File: config.mk
export PLATFORM = sky130hd
export DESIGN_NAME = lcd_db_in
export DESIGN_NICKNAME = d
export VERILOG_FILES = /design/src/rtl/lcd_db_in.sv
export SDC_FILE = /design/constraint.sdc
export NUM_CORES = 1
export LEC_CHECK = 0
export CAP_MARGIN = 20
export CORE_ASPECT_RATIO = 0.9
export CORE_MARGIN = 5
export CORE_UTILIZATION = 37
export CTS_BUF_LIST = sky130_fd_sc_hd__clkbuf_2
export DETAILED_ROUTE_END_ITERATION = 10
export HOLD_SLACK_MARGIN = 0.12
export PLACE_DENSITY = 0.57
export SYNTH_ARGS = -nofsm -noshare
export SYNTH_HDL_FRONTEND = slang
export SYNTH_SLANG_ARGS = --single-unit
File: constraint.sdc
create_clock -name clk -period 3.2 [get_ports clk]
set_clock_uncertainty 0.15 [all_clocks]
set_input_delay 0.64 -clock clk [delete_from_list [all_inputs] [get_ports clk]]
set_output_delay 0.64 -clock clk [all_outputs]
set_load 0.02 [all_outputs]
File: src/rtl/lcd_db_in.sv
// Avalon-MM input port for LCD data/busy lines: 2-flop synchronizer, optional per-bit debounce
// (enabled by defining LCD_DB_IN_DEBOUNCE_EN), edge capture with write-1-to-clear and a masked level irq.
module lcd_db_in #(
  parameter int unsigned WIDTH        = 8,
  parameter int unsigned EDGE_TYPE    = 0,
  parameter int unsigned DEBOUNCE_CNT = 16
) (
  input  logic             clk,
  input  logic             reset,
  input  logic [1:0]       address,
  input  logic             chipselect,
  input  logic             write_n,
  input  logic [WIDTH-1:0] writedata,
  input  logic [WIDTH-1:0] in_port,
  output logic [WIDTH-1:0] readdata,
  output logic             irq
);

`ifdef LCD_DB_IN_DEBOUNCE_EN
  localparam int unsigned ArmLen = 3 + DEBOUNCE_CNT;
`else
  localparam int unsigned ArmLen = 3;
`endif
  localparam int unsigned ArmW = $clog2(ArmLen + 1);

  logic [WIDTH-1:0] sync1, sync2;
  logic [WIDTH-1:0] data_in, data_in_d, data_prev;
  logic [WIDTH-1:0] edge_det, edge_pend;
  logic [WIDTH-1:0] irqmask, edgecapture, edgecapture_d;
  logic [WIDTH-1:0] rd_mux;
  logic [ArmW-1:0]  arm_cnt;
  logic             armed;
  logic             wr_en, rd_en;

  assign armed = (arm_cnt == ArmW'(ArmLen));
  assign wr_en = chipselect & ~write_n;
  assign rd_en = chipselect & write_n;

`ifdef LCD_DB_IN_DEBOUNCE_EN
  logic [7:0] db_cnt [WIDTH];

  always_ff @(posedge clk) begin
    for (int i = 0; i < int'(WIDTH); i++) begin
      if (reset) begin
        db_cnt[i] <= '0;
      end else if (sync2[i] != data_in[i]) begin
        if (db_cnt[i] == 8'(DEBOUNCE_CNT - 1)) db_cnt[i] <= '0;
        else                                   db_cnt[i] <= db_cnt[i] + 8'd1;
      end else begin
        db_cnt[i] <= '0;
      end
    end
  end

  always_comb begin
    data_in_d = data_in;
    for (int i = 0; i < int'(WIDTH); i++) begin
      if (sync2[i] != data_in[i] && db_cnt[i] == 8'(DEBOUNCE_CNT - 1)) data_in_d[i] = sync2[i];
    end
  end
`else
  assign data_in_d = sync2;
`endif

  always_comb begin
    edge_det = '0;
    if (EDGE_TYPE == 0)      edge_det = data_in & ~data_prev;
    else if (EDGE_TYPE == 1) edge_det = ~data_in & data_prev;
    else                     edge_det = data_in ^ data_prev;
  end

  // A new edge on a bit wins over a simultaneous write-1-clear of that bit.
  always_comb begin
    edgecapture_d = edgecapture;
    if (wr_en && address == 2'd3) edgecapture_d = edgecapture & ~writedata;
    edgecapture_d = edgecapture_d | edge_pend;
  end

  always_comb begin
    rd_mux = '0;
    unique case (address)
      2'd0:    rd_mux = data_in;
      2'd1:    rd_mux = '0;
      2'd2:    rd_mux = irqmask;
      default: rd_mux = edgecapture;
    endcase
  end

  always_ff @(posedge clk) begin
    if (reset) begin
      sync1       <= '0;
      sync2       <= '0;
      data_in     <= '0;
      data_prev   <= '0;
      edge_pend   <= '0;
      irqmask     <= '0;
      edgecapture <= '0;
      readdata    <= '0;
      arm_cnt     <= '0;
    end else begin
      sync1       <= in_port;
      sync2       <= sync1;
      data_in     <= data_in_d;
      // While disarmed, data_prev tracks the incoming value so the level settling
      // after reset never looks like an edge.
      data_prev   <= armed ? data_in : data_in_d;
      edge_pend   <= armed ? edge_det : '0;
      edgecapture <= edgecapture_d;
      if (!armed) arm_cnt <= arm_cnt + 1'b1;
      if (wr_en && address == 2'd2) irqmask <= writedata;
      if (rd_en) readdata <= rd_mux;
    end
  end

  assign irq = |(edgecapture & irqmask);

endmodule
# --- Word-level counts from Yosys, hierarchy flattened ---
# Index checks and enable logic that the tools add are counted.
op_classes:
  bitwise_logic: 10
  n_div: 0
  n_mul: 0
  n_mux: 3
  magnitude_cmp: 0
  add_sub_neg: 1
  shifts: 0
  eq_ne: 4
  reduce_logical: 5
op_table:
  columns: ["cell", "count"]
  rows:
  - ["$and 8x8->8", 3]
  - ["$pmux 8 s3", 1]
  - ["$mux 8", 2]
  - ["$not 8->8", 2]
  - ["$or 8x8->8", 1]
  - ["$reduce_or 8->1", 1]
  - ["$eq 2x2->1 const B", 3]
  - ["$add 2x1->2 const B", 1]
  - ["$and 1x1->1", 2]
  - ["$eq 2x1->1 const B", 1]
  - ["$logic_and 1x1->1", 2]
  - ["$logic_not 2->1", 1]
  - ["$not 1->1", 2]
  - ["$reduce_or 2->1", 1]
totals:
  n_memories: 0
  output_inout_bits: 9
  regBits: 66
  mem_bits_ro: 0
  latchBits: 0
  in_bits: 22
  ramBits: 0

# --- Longest topological paths before layout ---
depth:
  ltp_word: 5
  ltp_mapped: 5
  ltp_nobuf: 3

# --- Worst setup path before layout ---
# No wires, ideal clock.
synth_timing:
  path_type: "in2reg"
  start: "input port address[0]"
  end: "register readdata[0]"
  path_slack_ns: 1.608
  cell_stages: 4
  required_time_ns: 2.918
  setup_time_ns: 0.132
  arrival_time_ns: 1.310
  cell_sequence: "buf_6 mux2_4 a221oi_2 nor3_1"
synth_via:
  elab_chain_len: 2
  word_cells_on_any_way: 4
  cone_classes: "eq/ne: 2; mux: 1; reduce/logical: 1"
synth_lines:
  columns: ["item", "line_no", "source"]
  rows:
  - ["start, declared", "10", "input logic [1:0] address,"]
  - ["$eq 2x2->1, or another cell as far along", "81", "unique case (address)"]
  - ["$pmux 8 s3 (*)", "81", null]
  - ["end signal, assigned", "111", "if (rd_en) readdata <= rd_mux;"]
  - ["end, declared", "15", "output logic [WIDTH-1:0] readdata,"]
# Mark *: on every way between the ends. The rest lies on a longest branch, timed or not.
# A chain may end at the register's enable or synchronous reset.

# --- Final worst setup path ---
layout_timing:
  start: "register edgecapture[1]"
  end: "output port irq"
layout_via:
  elab_chain_len: 2
layout_lines:
  columns: ["item", "line_no", "source"]
  rows:
  - ["start, declared", "29", "logic [WIDTH-1:0] irqmask, edgecapture, edgecapture_d;"]
  - ["start signal, assigned", "108", "edgecapture <= edgecapture_d;"]
  - ["$and 8x8->8", "115", "assign irq = |(edgecapture & irqmask);"]
  - ["$reduce_or 8->1", "115", null]
  - ["end, declared", "16", "output logic irq"]
# Every way passes these cells.

==> qor.csv <==
metric,value,unit
"Cell Area, Synth",0.00238,sq mm
Mapped Nets,245,
Die Y,86.1,um
"commonest non-fill, non-tap cell in the layout",dfxtp_1,
Worst Hold Class,reg -> reg,
Final GP Congestion,0.719,
Worst-path clk slew,160,ps
max-cap violations,0,
routed wire length per instance,11.8,um
status,completed,
cells along the critical path,a22oi_1 > nand4_1 > clkdlybuf4s50_1,
Mean Syn Cell Area,10.7,sq um
Core Region,0.00618,sq mm
worst vdd ir,0.267,mV
CTS tree,done,
Die X,94.6,um
post-cts sizing count,0,
detailed placer's ending HPWL,2880,um
pre-CTS setup slack,638,ps
DR iter-0 viols,36,
Final Cycle Share,78.1,%
first-pass GRT wire length,7140,um
fin nets,275,
Slowest cell on crit path,clkdlybuf4s50_1,
Critical Path Fanout Max,3,
Worst-Skew Late Latency,460,ps
Max clock buf depth,2,
PortBufs,30,
"Hold Vio Cnt, Final",0,
Slew HR,59.1,%
TNS Setup,0,ps
power per cell area,518,mW/mm^2
Via density,4.47,
fin crit period,2500,ps
final worst setup slack,701,ps
I/O pins,31,
area delta synth->final,17.9,%
antenna violations before repair,0,
"antenna viol nets, final",0,
Die ar.,0.00815,sq mm
Leak,1.02,nW
CTS Hold Bufs,0,
Max Clock Freq,0.400,GHz
n_diodes,0,
final-report setup violation count,0,
WP data required,2410,ps
Synth warnings,0,
CTS sink count,66,
Max Slew Vio Count,0,
CP Capture Type,output port,
Root Driver,clkbuf_2,
final wirelength,4070,um
Cells after Synth,222,
Slew @ Worst Pin,614,ps
largest net degree at the start of global routing,36,
Seq cells post-synth,66,
vias in the first global route,1481,
Startpoint Class,flop,
drt drc,0,
number of setup buffers added after CTS,0,
Cell Rows,27,
CP arrival,1710,ps
synth unique cells,26,
most frequent cells in the layout,"66 x dfxtp_1, 35 x nor2_1, 29 x clkdlybuf4s50_1",
share of post-route cells with drive strength above 1,11.3,%
CP max stage delay,560,ps
"Seq/Total Area, Yosys",55.5,%
Pre-antenna DRT Iters,4,
total global-route track usage,11.5,%
RSZ-0062 raised after global routing,no,
WS Path Type,reg -> out,
Initial Util,38.5,%
grt ovf,0,
H-tree lvl count,3,
DR vias,1539,
CTS Buf Count,9,
[per-layer routing]
| layer | global-route usage, % | part of all wire, % | vias to the layer above | wire length [um] |
|---|---|---|---|---|
| li1 | - | - | 815 | - |
| met1 | 15.0 | 51 | 683 | 2080 |
| met2 | 16.8 | 42 | 39 | 1710 |
| met3 | 5.53 | 6.4 | 2 | 259 |
| met4 | 3.93 | 0.44 | 0 | 18 |
| met5 | 0 | 0 | - | 0 |
[registers in the layout, summed over array words and instances (netlist names)]
register     count
arm_cnt          2
data_in          8
data_in_d        8
data_prev        8
edge_pend        8
edgecapture      8
irqmask          8
readdata         8
sync1            8
[synthesized netlist by cell type]
master	instances	area [sq um]
a221oi_1	1	8.76
a221oi_2	1	15.0
a22oi_1	4	30.0
a311oi_1	6	52.6
and2_4	1	8.76
and4bb_1	1	12.5
buf_12	1	20.0
buf_2	4	20.0
buf_6	4	45.0
clkbuf_1	4	15.0
dfxtp_1	66	1320
ha_1	1	12.5
inv_1	1	3.75
mux2_2	7	78.8
mux2_4	1	15.0
mux2i_1	17	170
nand2_1	7	26.3
nand2b_1	1	6.26
nand3_1	6	30.0
nand4_1	1	6.26
nand4b_4	1	23.8
nor2_1	35	131
nor2b_1	24	150
nor3_1	10	50.1
nor3b_1	16	120
xor2_1	1	8.76
[path summary, 6_finish.rpt]
path	start	endpoint	slack [ps]	cells past startpoint
setup / recovery	edgecapture[1]	irq	700	3
hold / removal	data_prev[5]	edge_pend[5]	240	1
setup reg to reg	arm_cnt[0]	edge_pend[1]	1460	3
hold reg to reg	data_prev[5]	edge_pend[5]	240	1
[through the flow]
stage / util, % / hold slack (ps) / total power, mW / instances / cell area [sq um]
after floorplan: - / 223 / 0.972 / 222 / 2380
after global placement: 43.7 / 224 / 1.02 / 328 / 2700
after detailed placement: 43.7 / 228 / 1.02 / 328 / 2700
after CTS: 45.4 / 244 / 1.48 / 344 / 2810
after global routing: 45.4 / 251 / 1.53 / 344 / 2810
final: 45.4 / 245 / 1.45 / 344 / 2810
[where the power goes]
| group | leakage [nW] | internal, mW | total [mW] | switching, mW |
|---|---|---|---|---|
| logic | 0.407 | 0.0713 | 0.135 | 0.0639 |
| clock network | 0.0731 | 0.179 | 0.453 | 0.274 |
| registers | 0.539 | 0.853 | 0.866 | 0.0133 |
[critical path, delay by kind of cell (launching register included)]
family	cells	cell delay (ps)
compound gates	1	230
simple gates	1	120
flops	1	360
buf+inv	1	560
[layout make-up]
type	instances	area, sq um
Inverter	1	3.75
Sequential cell	66	1320
Fill cell	613	3370
Tap cell	87	109
Clock inverter	6	57.6
Multi-Input combinational cell	142	957
Clock buffer	10	50.0
Timing Repair Buffer	32	310
[logic make-up after synthesis]
group                    after synthesis  share of synthesized area [%]
AND/OR/NAND/NOR                      103                           23.7
multiplexers                          25                           11.1
AO/OA/AOI/OAI                         12                           4.46
XOR/XNOR                               1                          0.368
buffers and inverters                 14                           4.36
flip-flops                            66                           55.5
adder cells (fa/ha/maj)                1                          0.525
No activity file was read; power rests on OpenSTA's default activity.
